--- config.mk ---
export PLATFORM = sky130hd
export DESIGN_NAME = esp_at_sequencer
export DESIGN_NICKNAME = d
export VERILOG_FILES = /design/src/rtl/esp_at_pkg.sv /design/src/rtl/esp_cmd_rom.sv /design/src/rtl/esp_at_sequencer.sv
export SDC_FILE = /design/constraint.sdc
export NUM_CORES = 1
export LEC_CHECK = 0
export BUFFER_PORTS_ARGS = -buffer_cell sky130_fd_sc_hd__buf_4
export CORE_MARGIN = 2
export CORE_UTILIZATION = 25
export CTS_CLUSTER_DIAMETER = 150
export DETAILED_ROUTE_END_ITERATION = 7
export SLEW_MARGIN = 40
export SYNTH_ARGS = -nofsm -noshare
export SYNTH_HDL_FRONTEND = slang
export SYNTH_SLANG_ARGS = --single-unit
--- constraint.sdc ---
create_clock -name clk -period 4.4 [get_ports clk]
set_input_delay 0.22 -clock clk [delete_from_list [all_inputs] [get_ports clk]]
set_output_delay 0.22 -clock clk [all_outputs]
set_load 0.03 [all_outputs]
--- src/rtl/esp_at_pkg.sv ---
// Shared types and constants for the ESP32 AT-command boot sequencer:
// FSM states, reply patterns, the command ROM image and command offsets.
package esp_at_pkg;

   typedef enum logic [2:0] {
      IDLE,
      SEND,
      WAIT_RSP,
      DONE,
      FAIL
   } state_t;

   localparam logic [7:0] CHAR_CR = 8'h0D;
   localparam logic [7:0] CHAR_LF = 8'h0A;

   localparam int OK_LEN  = 4;
   localparam int ERR_LEN = 5;

   // Commands are stored back to back, each terminated by a 0x00 byte.
   localparam int ROM_LEN = 40;
   localparam int ROM_AW  = 6;

   localparam logic [ROM_LEN*8-1:0] ROM_IMAGE = {
      "AT",          CHAR_CR, CHAR_LF, 8'h00,
      "ATE0",        CHAR_CR, CHAR_LF, 8'h00,
      "AT+CWMODE=1", CHAR_CR, CHAR_LF, 8'h00,
      "AT+CIPMUX=0", CHAR_CR, CHAR_LF, 8'h00
   };

   // First ROM address of each command.
   function automatic logic [ROM_AW-1:0] cmd_offset(input int idx);
      case (idx)
         1:       return 6'd5;
         2:       return 6'd12;
         3:       return 6'd26;
         default: return 6'd0;
      endcase
   endfunction

   // Character expected at each position of "OK\r\n".
   function automatic logic [7:0] ok_char(input logic [2:0] i);
      case (i)
         3'd0:    return "O";
         3'd1:    return "K";
         3'd2:    return CHAR_CR;
         3'd3:    return CHAR_LF;
         default: return 8'h00;
      endcase
   endfunction

   // Character expected at each position of "ERROR".
   function automatic logic [7:0] err_char(input logic [2:0] i);
      case (i)
         3'd0:    return "E";
         3'd1:    return "R";
         3'd2:    return "R";
         3'd3:    return "O";
         3'd4:    return "R";
         default: return 8'h00;
      endcase
   endfunction

   // One matcher step: advance on a hit, otherwise restart (possibly on this byte).
   function automatic logic [2:0] match_next(input logic [2:0] idx,
                                             input logic [7:0] rx_byte,
                                             input logic [7:0] want,
                                             input logic [7:0] first);
      if (rx_byte == want)
         return idx + 3'd1;
      else if (rx_byte == first)
         return 3'd1;
      return 3'd0;
   endfunction

endpackage

--- src/rtl/esp_cmd_rom.sv ---
// Combinational lookup of one byte of the AT-command ROM image.
module esp_cmd_rom
   import esp_at_pkg::*;
(
   input  logic [ROM_AW-1:0] addr,
   output logic [7:0]        data
);

   // Byte 0 is the leftmost character of the packed image; out-of-range reads return 0x00.
   always_comb begin
      data = 8'h00;
      if (addr < ROM_AW'(ROM_LEN))
         data = ROM_IMAGE[(ROM_LEN - 1 - int'(addr)) * 8 +: 8];
   end

endmodule

--- src/rtl/esp_at_sequencer.sv ---
// Boot-time AT-command sequencer: streams the ROM commands to the ESP32,
// checks each reply for OK/ERROR with timeout and retry, and otherwise
// passes host bytes straight through. ESP RX is always echoed to the host.
module esp_at_sequencer
   import esp_at_pkg::*;
#(
   parameter  int NUM_CMDS    = 4,
   parameter  int TIMEOUT_CYC = 100_000_000,
   parameter  int MAX_RETRY   = 2,
   localparam int CW          = (NUM_CMDS > 1) ? $clog2(NUM_CMDS) : 1
)(
   input  logic          clk,
   input  logic          rst,
   input  logic          start,
   output logic          busy,
   output logic          done,
   output logic          error,
   output logic [CW-1:0] fail_cmd,
   input  logic [7:0]    host_rx_data,
   input  logic          host_rx_valid,
   output logic          host_rx_ready,
   output logic [7:0]    esp_tx_data,
   output logic          esp_tx_valid,
   input  logic          esp_tx_ready,
   input  logic [7:0]    esp_rx_data,
   input  logic          esp_rx_valid,
   output logic          esp_rx_ready,
   output logic [7:0]    host_tx_data,
   output logic          host_tx_valid,
   input  logic          host_tx_ready
);

   localparam int TW = (TIMEOUT_CYC > 1) ? $clog2(TIMEOUT_CYC) : 1;
   localparam int RW = (MAX_RETRY > 0) ? $clog2(MAX_RETRY + 1) : 1;

   state_t            state;
   logic [ROM_AW-1:0] ptr;
   logic [ROM_AW-1:0] ptr_nxt;
   logic [CW-1:0]     cmd_idx;
   logic [RW-1:0]     retry;
   logic [TW-1:0]     tmo_cnt;
   logic [2:0]        ok_idx;
   logic [2:0]        err_idx;
   logic              start_pend;

   logic [7:0]        rom_cur;
   logic [7:0]        rom_nxt;
   logic              passthru;
   logic              esp_tx_fire;
   logic              rx_fire;
   logic [2:0]        ok_step;
   logic [2:0]        err_step;
   logic              ok_hit;
   logic              err_hit;
   logic              tmo_hit;
   logic              last_cmd;
   logic              can_launch;

   // Current byte drives the ESP TX; the following byte tells us when the command ends.
   assign ptr_nxt = ptr + ROM_AW'(1);

   esp_cmd_rom u_rom_cur (
      .addr (ptr),
      .data (rom_cur)
   );

   esp_cmd_rom u_rom_nxt (
      .addr (ptr_nxt),
      .data (rom_nxt)
   );

   // Host owns the ESP TX path whenever no sequence is running.
   assign passthru      = (state == IDLE) || (state == DONE) || (state == FAIL);
   assign host_rx_ready = passthru ? esp_tx_ready : 1'b0;
   assign esp_tx_valid  = passthru ? host_rx_valid : (state == SEND);
   assign esp_tx_data   = passthru ? host_rx_data : rom_cur;

   // ESP RX is echoed to the host unconditionally, so host backpressure stalls the ESP.
   assign host_tx_data  = esp_rx_data;
   assign host_tx_valid = esp_rx_valid;
   assign esp_rx_ready  = host_tx_ready;

   // Reply matching and timeout decisions for the current cycle.
   assign esp_tx_fire = esp_tx_valid && esp_tx_ready;
   assign rx_fire     = esp_rx_valid && host_tx_ready;
   assign ok_step     = match_next(ok_idx, esp_rx_data, ok_char(ok_idx), ok_char(3'd0));
   assign err_step    = match_next(err_idx, esp_rx_data, err_char(err_idx), err_char(3'd0));
   assign ok_hit      = rx_fire && (ok_step == 3'(OK_LEN));
   assign err_hit     = rx_fire && (err_step == 3'(ERR_LEN));
   assign tmo_hit     = (tmo_cnt == TW'(TIMEOUT_CYC - 1));
   assign last_cmd    = (cmd_idx == CW'(NUM_CMDS - 1));
   assign can_launch  = !host_rx_valid || esp_tx_ready;

   // Sequencer FSM with registered status outputs; a start is held pending until no host byte is stalled.
   always_ff @(posedge clk) begin
      if (rst) begin
         state      <= IDLE;
         busy       <= 1'b0;
         done       <= 1'b0;
         error      <= 1'b0;
         fail_cmd   <= '0;
         ptr        <= '0;
         cmd_idx    <= '0;
         retry      <= '0;
         tmo_cnt    <= '0;
         ok_idx     <= '0;
         err_idx    <= '0;
         start_pend <= 1'b0;
      end else begin
         case (state)
            IDLE, DONE, FAIL: begin
               if (start || start_pend) begin
                  done     <= 1'b0;
                  error    <= 1'b0;
                  fail_cmd <= '0;
                  if (can_launch) begin
                     state      <= SEND;
                     busy       <= 1'b1;
                     cmd_idx    <= '0;
                     retry      <= '0;
                     ptr        <= cmd_offset(0);
                     start_pend <= 1'b0;
                  end else begin
                     start_pend <= 1'b1;
                  end
               end
            end
            SEND: begin
               if (esp_tx_fire) begin
                  ptr <= ptr_nxt;
                  if (rom_nxt == 8'h00) begin
                     state   <= WAIT_RSP;
                     tmo_cnt <= '0;
                     ok_idx  <= '0;
                     err_idx <= '0;
                  end
               end
            end
            WAIT_RSP: begin
               tmo_cnt <= tmo_cnt + TW'(1);
               if (rx_fire) begin
                  ok_idx  <= ok_step;
                  err_idx <= err_step;
               end
               if (ok_hit) begin
                  retry <= '0;
                  if (last_cmd) begin
                     state <= DONE;
                     busy  <= 1'b0;
                     done  <= 1'b1;
                  end else begin
                     cmd_idx <= cmd_idx + CW'(1);
                     ptr     <= cmd_offset(int'(cmd_idx) + 1);
                     state   <= SEND;
                  end
               end else if (err_hit || tmo_hit) begin
                  if (retry < RW'(MAX_RETRY)) begin
                     retry <= retry + RW'(1);
                     ptr   <= cmd_offset(int'(cmd_idx));
                     state <= SEND;
                  end else begin
                     state    <= FAIL;
                     busy     <= 1'b0;
                     error    <= 1'b1;
                     fail_cmd <= cmd_idx;
                  end
               end
            end
            default: state <= IDLE;
         endcase
      end
   end

endmodule
# Word level (Yosys, flattened, before mapping)
# Index checks and enable logic that the tools add are counted.
dict set report word_totals {
  register_bits 52
  input_bits 23
}
dict set report classes {
  n_lt_le_gt_ge 3
  mux 75
  addsub 9
  shifts 2
  n_eq_ne 40
  reduce_logical 29
}
# cell n
set ops {}
lappend ops {{$shiftx 320x32->8 const A} 2}
lappend ops {{$mux 27} 2}
lappend ops {{$pmux 27 s2} 1}
lappend ops {{$mux 3} 17}
lappend ops {{$mux 6} 7}
lappend ops {{$pmux 5 s3} 2}
lappend ops {{$pmux 7 s4} 1}
lappend ops {{$add 27x1->27 const B} 1}
lappend ops {{$eq 27x27->1 const B} 1}
lappend ops {{$eq 3x2->1 const B} 8}
lappend ops {{$mux 2} 12}
lappend ops {{$mux 8} 3}
lappend ops {{$pmux 7 s3} 1}
lappend ops {{$ne 2x2->1 const B} 10}
lappend ops {{$reduce_and 5->1} 4}
lappend ops {{$mux 1} 19}
lappend ops {{$pmux 6 s3} 1}
lappend ops {{$eq 8x7->1 const B} 2}
lappend ops {{$eq 8x8->1} 2}
lappend ops {{$ne 3x3->1 const B} 5}
lappend ops {{$sub 6x6->7 const A} 2}
lappend ops {{$eq 3x1->1 const B} 4}
lappend ops {{$eq 3x3->1 const B} 4}
lappend ops {{$lt 6x6->1 const B} 2}
lappend ops {{25 further kinds} 45}

# Depth between registers and ports, before layout
# Gate-level depths: netlist (run 1).
dict set report logic_depth {
  depth_word 12
  depth_mapped 16
}

# By module
# A second synthesis (run 1) with hierarchy kept.
dict set report hier_totals {
  hier_cells 610
  hier_area_um2 4539.4
}
# module n_inst area_each_um2 cells_each
set modules_own_cells {}
lappend modules_own_cells {esp_at_sequencer 1 3390.8 424}
lappend modules_own_cells {esp_cmd_rom 2 574.3 93}

# Worst setup path after synthesis (run 1)
# No wires, ideal clock.
dict set report synth_timing {
  path_kind {register -> register}
  from {reg ptr[1]}
  to {reg tmo_cnt[22]}
  arrival_ns 3.542
  stages_incl_launch_ff 17
  setup_ns 0.070
  required_ns 4.330
  path_buffers 3
  setup_slack_ns 0.787
  path_cell_list {dfxtp_1 -> ha_1 -> buf_6 -> buf_4 -> nand3_1 -> xnor2_1 -> ha_1 -> o21ai_0 -> a32oi_1 -> a21oi_1 -> a2111oi_2 -> a31oi_1 -> a211oi_4 -> a31oi_4 -> buf_6 -> or4_1 -> a21oi_1}
}
dict set report synth_via {
  elab_chain_cells 7
  elab_cells_between_ends 8
  classes_between {2 x add/sub; 1 x order compare; 1 x eq/ne; 1 x shift; 1 x mux; 2 x reduce/logical}
}
# element line
set synth_rtl {}
lappend synth_rtl {{from (decl)} esp_at_sequencer.sv:37} ;# logic [ROM_AW-1:0] ptr;
lappend synth_rtl {{from (signal assigned)} esp_at_sequencer.sv:121} ;# ptr <= cmd_offset(0);
lappend synth_rtl {{from (signal assigned)} esp_at_sequencer.sv:130} ;# ptr <= ptr_nxt;
lappend synth_rtl {{from (signal assigned)} esp_at_sequencer.sv:153} ;# ptr <= cmd_offset(int'(cmd_idx) + 1);
lappend synth_rtl {{$add 6x1->6 (*)} esp_at_sequencer.sv:60} ;# assign ptr_nxt = ptr + ROM_AW'(1);
lappend synth_rtl {{$sub 6x6->7} esp_cmd_rom.sv:13} ;# data = ROM_IMAGE[(ROM_LEN - 1 - int'(addr)) * 8 +: 8];
lappend synth_rtl {{$shiftx 320x32->8} esp_cmd_rom.sv:13}
lappend synth_rtl {{$mux 8 (*)} esp_cmd_rom.sv:12} ;# if (addr < ROM_AW'(ROM_LEN))
lappend synth_rtl {{$logic_not 8->1 (*)} esp_at_sequencer.sv:131} ;# if (rom_nxt == 8'h00) begin
lappend synth_rtl {{$ne 2x1->1 (no line) (*)} n/a}
lappend synth_rtl {{$reduce_and 3->1 (no line) (*)} n/a}
lappend synth_rtl {{to (signal assigned)} esp_at_sequencer.sv:140} ;# tmo_cnt <= tmo_cnt + TW'(1);
lappend synth_rtl {{to (decl)} esp_at_sequencer.sv:41} ;# logic [TW-1:0] tmo_cnt;
# Every way passes the cells marked *; elsewhere a longest branch is shown, timed or not.
# A chain may end at the register's enable or synchronous reset.

# Worst setup path in the final report (run 1)
dict set report layout_timing {
  from {reg ptr[0]}
  to {reg tmo_cnt[22]}
}
# Same word-level chain as after synthesis.

==> qor.yml, run 1 <==
antenna_found_initial: 0
cts_root_buffer: "clkbuf_16"
syn_area_per_cell_sq_um: 7.28
drtIter0Drc: 438
grt_setup_unrepaired: "false"
start_util: 0.254
cellLeakagePower_uw: 0.00183
min-delay-start: "start"
yosys.area.top_type: "dfxtp_1"
drc_errors: 0
status: "finished clean"
reg2reg_setup_slack_ps: 670
antenna_cells: 0
cts_tree: "built"
ctsResizeCount: 0
crit_path_end_kind: "flop"
powerDensity_nw_per_um2: 548
first_global_vias: 4049
area_growth_pct: 11.6
tightest_slew_ps: 689
ant_nets: 0
gp_congestion: 0.923
setup_ws_ps: 671
die_w_um: 142
path_clk_slew_ps: 70
place_worst_setup_slack_ps: 686
cts-buffers-inserted: 5
routed_via_density: 5.42
critPathKind: "reg -> reg"
grt_first_pass_wirelength_um: 20600
syn_inst: 653
clock_path_buffers: 2
grt_max_degree: 43
grt_use_total: 0.122
clock.fmax_ghz: 0.268
drv_slew: 0
io_buffers: 47
worstSetupStartpointType: "flop"
dp_hpwl_um: 9300
core_area_sq_um: 18700
die_area_sq_um: 20100
finalHoldViolCount: 0
setup_violations: 0
htreeDepth: 2
ff2ff_path_depth: 13
crit_required_ps: 4630
min_path_cells: 3
drive_above_1_share: 0.134
hold_class: "in -> reg"
synth.top_cell.area_share: 0.219
nNetsFinal: 702
io_pins: 48
post_cts_buffers: 0
synthesis.nets: 698
wl_per_cell_um: 14.4
overflow: 0
ys_ff_latch: 52
cts_sinks: 52
mostFrequentLayoutCells: "o21ai_0 (61), nand2_1 (57), buf_4 (57), a21oi_1 (56), dfxtp_1 (52)"
hold-path-endpoint: "start_pend$_SDFFE_PP0P_"
timing.rr.end: "tmo_cnt[22]$_SDFFE_PP0P_"
die_y_um: 142
slew_headroom: 0.529
synth.distinct_cells: 76
synth_edf_count: 0
fin_setup_tns_ps: 0
num_vias: 4836
clk_latency_ps: 290
final_common_cell: "o21ai_0"
cp_max_fo: 32
ys_seq_area_frac: 0.219
cp_data_arrival_time_ps: 3960
final.setup_skew_ps: 5.34
fillers: 2014
rows: 50
hold_buffers: 0
synth_warnings: 0
rr_startpoint: "ptr[0]$_SDFFE_PP0P_"
synth-main-ff-cell: "dfxtp_1"
irDropWorstVdd_mv: 0.214
dr.pass1.iters: 5
max-cap-violations: 0
synth_area_sq_um: 4750
period_share: 0.847
ys_top_cells_by_area: "dfxtp_1 (22%), o21ai_0 (6.4%), a21oi_1 (5.9%)"
fin_crit_ps: 3730
drt-total-wl_um: 12800
async_flop_share: 0
## critical path: stages, from the launching register on
cell and delay [ps]:
dfxtp_1 390, ha_1 180, nand3_1 100, xnor2_1 220, ha_1 300, o21ai_0 120
a32oi_1 210, a21oi_1 80, a2111oi_2 340, a31oi_1 170, a211oi_4 440, a31oi_4 360
or4_1 610, a21oi_1 140
## how the worst max path moves through the flow
stage | to | cells past startpoint | slack [ps] | start
floorplan | tmo_cnt[22]$_SDFFE_PP0P_ | 16 | 790 | ptr[1]$_SDFFE_PP0P_
global placement | tmo_cnt[24]$_SDFFE_PP0P_ | 13 | 740 | ptr[0]$_SDFFE_PP0P_
detailed placement | tmo_cnt[26]$_SDFFE_PP0P_ | 13 | 690 | ptr[0]$_SDFFE_PP0P_
CTS | tmo_cnt[26]$_SDFFE_PP0P_ | 13 | 670 | ptr[0]$_SDFFE_PP0P_
global route | ptr[1]$_SDFFE_PP0P_ | 11 | 280 | ok_idx[0]$_SDFFE_PP0P_
finish | tmo_cnt[22]$_SDFFE_PP0P_ | 13 | 670 | ptr[0]$_SDFFE_PP0P_
## where the power goes
group	switching, uW	internal [uW]	total (uW)
combinational	1240	705	1940
clock	180	228	408
sequential	48.5	507	555
total	1470	1440	2910
## area by class of cell
cell class | count | area [sq um] | area share
multi-input cells | 521 | 3310 | 0.625
flip-flops and latches | 52 | 1040 | 0.196
repair buffers | 57 | 428 | 0.0807
well taps | 234 | 293 | 0.0552
clock buffers | 6 | 139 | 0.0262
inverters | 20 | 75.1 | 0.0142
clock inverters | 2 | 13.8 | 0.00259
## per-stage QoR
stage	instance area (sq um)	utilization	hold slack (ps)	power, uW	instances
floorplan	4750	-	360	2040	653
global placement	5150	0.275	455	2480	884
detailed placement	5150	0.275	458	2480	884
CTS	5300	0.284	190	2900	892
global route	5300	0.284	202	3100	892
finish	5300	0.284	190	2910	892
## cell usage after synthesis, drive strengths merged (4+ instances only)
master,instances
buf,36
xor2,6
clkbuf,24
inv,20
or4,7
ha,22
or3,26
nand2b,7
a22o,4
nor2,47
xnor2,7
and2,5
a31oi,7
nor3,16
a32oi,5
nand4,15
o21a,6
nand3b,4
a21o,6
a2111oi,4
o21ai,63
o22ai,8
nor3b,4
a21oi,57
nor2b,12
a211oi,10
o31ai,10
nand3,37
dfxtp,52
nand2,57
and3,14
mux2i,6
## layer usage
| layer | track usage | vias to the layer above | wire (um) |
|---|---|---|---|
| met4 | 0.0289 | 0 | 198 |
| met3 | 0.0186 | 16 | 783 |
| li1 | - | 2424 | - |
| met5 | 0 | - | 0 |
| met1 | 0.180 | 2239 | 6210 |
| met2 | 0.184 | 157 | 5610 |
## state kept, by name, indices dropped and copies added (netlist names)
| register | cells |
|---|---|
| start_pend | 1 |
| state | 3 |
| fail_cmd | 2 |
| err_idx | 3 |
| error | 1 |
| ptr | 6 |
| done | 1 |
| cmd_idx | 2 |
| ok_idx | 3 |
| tmo_cnt | 27 |
| retry | 2 |
| busy | 1 |
## kinds of logic after synthesis
| logic type | share of synthesized area |
|---|---|
| compound gates | 0.285 |
| xor+xnor | 0.0382 |
| fa+ha+maj | 0.0579 |
| buf+inv | 0.0837 |
| flops | 0.219 |
| mux | 0.0197 |
| simple gates | 0.297 |
Note: power is estimated with default switching activity, not from simulation.
==> inputs of run 2 (changes only) <==
ABC_AREA = 1   (was not set)
clock period = 3 ns   (was 4.4 ns; I/O delays follow)
==> run 2 against run 1 <==
Total power up 17%. Largest power group unchanged. Combinational power down 3%. Largest cell class unchanged. Routed wire length up 2.9%. First-iteration DRC count down 15%. Clock-buffer cell count unchanged.
==> qor.yml, run 2 <==
clk_latency_ps: 300
cts_tree: "built"
period_share: 0.948
die_area_sq_um: 20200
first_global_vias: 4765
netlist_top_cells_count: "nand2_1 (195), inv_1 (78), nand3_1 (78), nor2_1 (65), a21oi_1 (60)"
core_area_sq_um: 18700
nNetsFinal: 860
top_register: "tmo_cnt"
path_clk_slew_ps: 70
synthesis.nets: 829
grtUsageMet3: 0.0192
ys_seq_area_frac: 0.218
status: "finished clean"
cp_data_arrival_time_ps: 2690
drtIter0Drc: 374
hold_buffers: 0
synth-xor-area-share: 0.0199
clock_path_buffers: 2
syn_area_per_cell_sq_um: 6.10
drive_above_1_share: 0.159
grt_util_met1: 0.180
max-cap-violations: 0
die_y_um: 142
drt-total-wl_um: 13200
rr_startpoint: "ptr[0]$_SDFFE_PP0P_"
antenna_cells: 0
wl_per_cell_um: 12.5
dr.pass1.iters: 7
hold_class: "in -> reg"
synthAdderAreaFrac: 0.0576
hold_ws_ps: 132
powerDensity_nw_per_um2: 616
min-delay-start: "host_rx_valid"
io_pins: 48
antenna_found_initial: 0
overflow: 0
io_buffers: 47
yosys.area.top_type: "dfxtp_1"
fin_crit_ps: 2840
synth_top_family_by_area: "simple AND/OR/NAND/NOR gates"
mostFrequentLayoutCells: "nand2_1 (195), inv_1 (78), nand3_1 (78), nor2_1 (64), buf_4 (62)"
synth_mux_area_frac: 0.00236
cts-buffers-inserted: 5
irDropWorstVdd_mv: 0.254
synthSimpleGateAreaFrac: 0.400
crit_path_start: "ptr[3]$_SDFFE_PP0P_"
clock.fmax_ghz: 0.352
async_flop_share: 0
start_util: 0.256
gp_congestion: 0.885
rows: 50
tightest_slew_ps: 761
fillers: 2027
routed_via_density: 4.89
grt_max_degree: 46
synth-main-ff-cell: "dfxtp_1"
ys_ff_latch: 52
cts_root_buffer: "clkbuf_16"
synth_warnings: 0
reg_top3: "tmo_cnt (27), ptr (6)"
drc_errors: 0
synth_area_sq_um: 4780
grtUsageMet2: 0.212
grt_use_total: 0.131
finalPower_uw: 3380
synth.distinct_cells: 44
cellLeakagePower_uw: 0.00222
cts_sinks: 52
htreeDepth: 2
die_w_um: 142
area_growth_pct: 14.9
synth_edf_count: 0
synth.top_cell.area_share: 0.218
final.setup_skew_ps: 8.49
ys_top_cells_by_area: "dfxtp_1 (22%), nand2_1 (15%), nand3_1 (8.2%)"
critPathKind: "reg -> out"
crit_path_end_kind: "output pin"
ff2ff_path_depth: 18
min_path_cells: 3
ant_nets: 0
dp_hpwl_um: 9810
drv_slew: 0
crit_required_ps: 2850
setup_violations: 0
finalHoldViolCount: 0
num_vias: 5138
largest_register_ffs: 27
worstSetupStartpointType: "flop"
synth-compound-area-share: 0.184
fin_setup_tns_ps: 0
busiest_layer: "met2"
slew_headroom: 0.489
cp_max_fo: 15
grt_first_pass_wirelength_um: 22200
final_common_cell: "nand2_1"
synth.most_common_cell: "nand2_1"
syn_inst: 784
==> run 2: cell types whose count changed in the layout (fill, tap and decap cells not counted), moves of 16 or more <==
cell	before	now
inv_1	19	78
nand2_1	57	195
nand2_2	0	16
nand3_1	35	78
nor2_1	46	64
o21ai_0	61	44
or3_1	26	0
==> run 2: layout make-up <==
class / instances / area, sq um / share of cell area
clock inverter: 2 / 38.8 / 0.00706
timing repair buffer: 62 / 465 / 0.0848
tap: 234 / 293 / 0.0533
sequential: 52 / 1040 / 0.190
inverter: 89 / 334 / 0.0608
multi-input combinational: 605 / 3180 / 0.579
clock buffer: 6 / 139 / 0.0253
==> run 2: timing repair <==
| item | in CTS | in global routing |
|---|---|---|
| gates resized for setup | 0 | 2 |
| setup endpoints to repair | 0 | 6 |
| buffers inserted | 0 | 2 |
| endpoints found under the hold margin | 0 | 0 |
==> run 2: stage by stage <==
stage	setup slack [ps]	utilization	area, sq um	std cells
4_1_cts	189	0.292	5470	1048
2_1_floorplan	222	-	4780	784
6_report	157	0.294	5490	1050
5_1_grt	-26.7	0.294	5490	1050
3_3_place_gp	277	0.283	5290	1040
3_5_place_dp	253	0.283	5290	1040
==> run 2: kinds of logic after synthesis <==
family,after synthesis
XOR/XNOR,10
AND/OR/NAND/NOR,422
buffers and inverters,127
adder cells (fa/ha/maj),22
multiplexers,1
AO/OA/AOI/OAI,150
flip-flops,52
==> run 2: worst paths after layout <==
kind | end | slack, ps
max | esp_tx_data[5] | 160
min | start_pend$_SDFFE_PP0P_ | 130
max reg2reg | tmo_cnt[0]$_SDFFE_PP0P_ | 240
min reg2reg | start_pend$_SDFFE_PP0P_ | 470
==> run 2: power breakdown <==
group / leakage (uW) / switching (uW) / internal [uW]
Combinational: 0.00171 / 1260 / 622
Sequential: 0.000421 / 63.7 / 753
Clock: 0.0000871 / 266 / 418
==> run 2: metal layers <==
layer	vias to the layer above	wire, um
met3	19	594
met2	128	5820
met5	-	0
met1	2325	6550
li1	2666	-
met4	0	214
==> run 2: worst max-delay path, stage by stage, from the launching register on <==
cell,delay [ps]
dfxtp_1,470
inv_2,60
buf_4,190
ha_1,220
xnor2_1,610
inv_1,220
o41ai_1,410
buf_4,220
==> inputs of run 3 (changes only) <==
RECOVER_POWER = 100   (was not set)
==> run 3 against run 2 <==
Design area decreased by 1.3%. Non-clock buffer count unchanged. Via count is 0.49% higher. Critical path type unchanged.
==> qor.yml, run 3 (same netlist as run 2, synthesis figures left out) <==
cts_tree: "built"
reg2reg_setup_slack_ps: 250
die_y_um: 142
rr_startpoint: "ptr[0]$_SDFFE_PP0P_"
io_pins: 48
first_global_vias: 4765
crit_slowest_cell: "xnor2_1"
reg_top3: "tmo_cnt (27), ptr (6)"
path_common_cell: "buf_4"
hold_ws_ps: 133
top_layer_used: "met4"
drc_errors: 0
cp_cell_sequence: "inv_2 -> buf_4 -> ha_1 -> xnor2_1 -> inv_1 -> o41ai_1 -> buf_4"
cellLeakagePower_uw: 0.00214
min-delay-start: "host_rx_valid"
antenna_cells: 0
mostFrequentLayoutCells: "nand2_1 (195), inv_1 (78), nand3_1 (78), nor2_1 (64), a21oi_1 (60)"
fillers: 2050
ant_nets: 0
slew_headroom: 0.489
core_area_sq_um: 18700
drive_above_1_share: 0.136
top_register: "tmo_cnt"
cp_max_fo: 15
critPathKind: "reg -> out"
gp_congestion: 0.885
wl_met2_um: 5790
hold_buffers: 0
num_vias: 5163
min_path_cells: 3
cp_data_arrival_time_ps: 2690
die_w_um: 142
timing.rr.end: "tmo_cnt[0]$_SDFFE_PP0P_"
final_common_cell: "nand2_1"
status: "finished clean"
cts_root_buffer: "clkbuf_16"
crit_required_ps: 2850
dr.pass1.iters: 5
cts_sinks: 52
grt_first_pass_wirelength_um: 22200
overflow: 0
irDropWorstVdd_mv: 0.254
grt_max_degree: 46
period_share: 0.947
finalHoldViolCount: 0
dp_hpwl_um: 9810
final_area_sq_um: 5420
hold-path-endpoint: "start_pend$_SDFFE_PP0P_"
area_growth_pct: 13.4
place_area_sq_um: 5290
cpPeakStageDelay_ps: 610
rows: 50
cts-buffers-inserted: 5
powerDensity_nw_per_um2: 618
final.setup_skew_ps: 7.70
tightest_slew_ps: 760
clock.fmax_ghz: 0.352
ff2ff_path_depth: 18
wl_per_cell_um: 12.5
hold_class: "in -> reg"
wl_met1_um: 6470
routed_via_density: 4.92
cp_num_buf_inv: 4
antenna_found_initial: 0
io_buffers: 47
start_util: 0.256
drtIter0Drc: 387
fin_crit_ps: 2840
path_clk_slew_ps: 70
max-cap-violations: 0
setup_violations: 0
htreeDepth: 2
clk_latency_ps: 300
crit_path_end_kind: "output pin"
drv_slew: 0
worstSetupStartpointType: "flop"
finalPower_uw: 3350
die_area_sq_um: 20200
dr_wl_met3_um: 658
largest_register_ffs: 27
grt_use_total: 0.131
clock_path_buffers: 2
nNetsFinal: 860
drt-total-wl_um: 13200
crit_family: "buffers and inverters"
[run 3: cell types whose count changed in the layout (fill, tap and decap cells not counted), sizes merged]
cell    delta
buf       -19
clkbuf    +19
[run 3: per-layer routing]
layer / up-vias / GRT usage
li1: 2667 / -
met1: 2326 / 0.180
met2: 147 / 0.212
met3: 23 / 0.0192
met4: 0 / 0.0374
met5: - / 0
[run 3: power by group]
group	internal [uW]	total (uW)	leakage, uW	switching (uW)
Sequential	753	816	0.000421	63.1
Combinational	589	1850	0.00164	1260
Clock	418	685	0.0000871	266
Total	1760	3350	0.00214	1590
[run 3: final cells by class]
class | count | area (sq um) | share of cell area
multi-input combinational | 605 | 3180 | 0.586
sequential | 52 | 1040 | 0.192
timing repair buffer | 62 | 394 | 0.0727
inverter | 89 | 334 | 0.0616
tap | 234 | 293 | 0.0540
clock buffer | 6 | 139 | 0.0256
clock inverter | 2 | 38.8 | 0.00716
[run 3: through the flow]
stage / setup WS [ps] / setup TNS [ps] / cells / util
global route: -26.9 / -75.2 / 1050 / 0.290
global placement: 277 / 0 / 1040 / 0.283
detailed placement: 253 / 0 / 1040 / 0.283
CTS: 189 / 0 / 1048 / 0.292
finish: 159 / 0 / 1050 / 0.290
floorplan: 222 / 0 / 784 / -
[run 3: how the worst max path moves through the flow]
stage / from / to / slack (ps) / cells after the start
2_1_floorplan: ptr[3]$_SDFFE_PP0P_ / esp_tx_data[5] / 220 / 7
3_3_place_gp: ok_idx[0]$_SDFFE_PP0P_ / ptr[1]$_SDFFE_PP0P_ / 280 / 16
3_5_place_dp: ok_idx[0]$_SDFFE_PP0P_ / ptr[1]$_SDFFE_PP0P_ / 250 / 16
4_1_cts: ptr[3]$_SDFFE_PP0P_ / esp_tx_data[5] / 190 / 7
5_1_grt: ok_idx[1]$_SDFFE_PP0P_ / ptr[1]$_SDFFE_PP0P_ / -30 / 17
6_report: ptr[3]$_SDFFE_PP0P_ / esp_tx_data[5] / 160 / 7
[run 3: timing repair]
action,CTS,global route
setup buffers,0,2
endpoints found under the setup margin,0,6
hold endpoints to repair,0,0
resized for setup,0,2
[run 3: worst min-delay path, cell delays in order]
cell and delay [ps]:
buf_4 110, nand3_1 70, a21oi_1 50
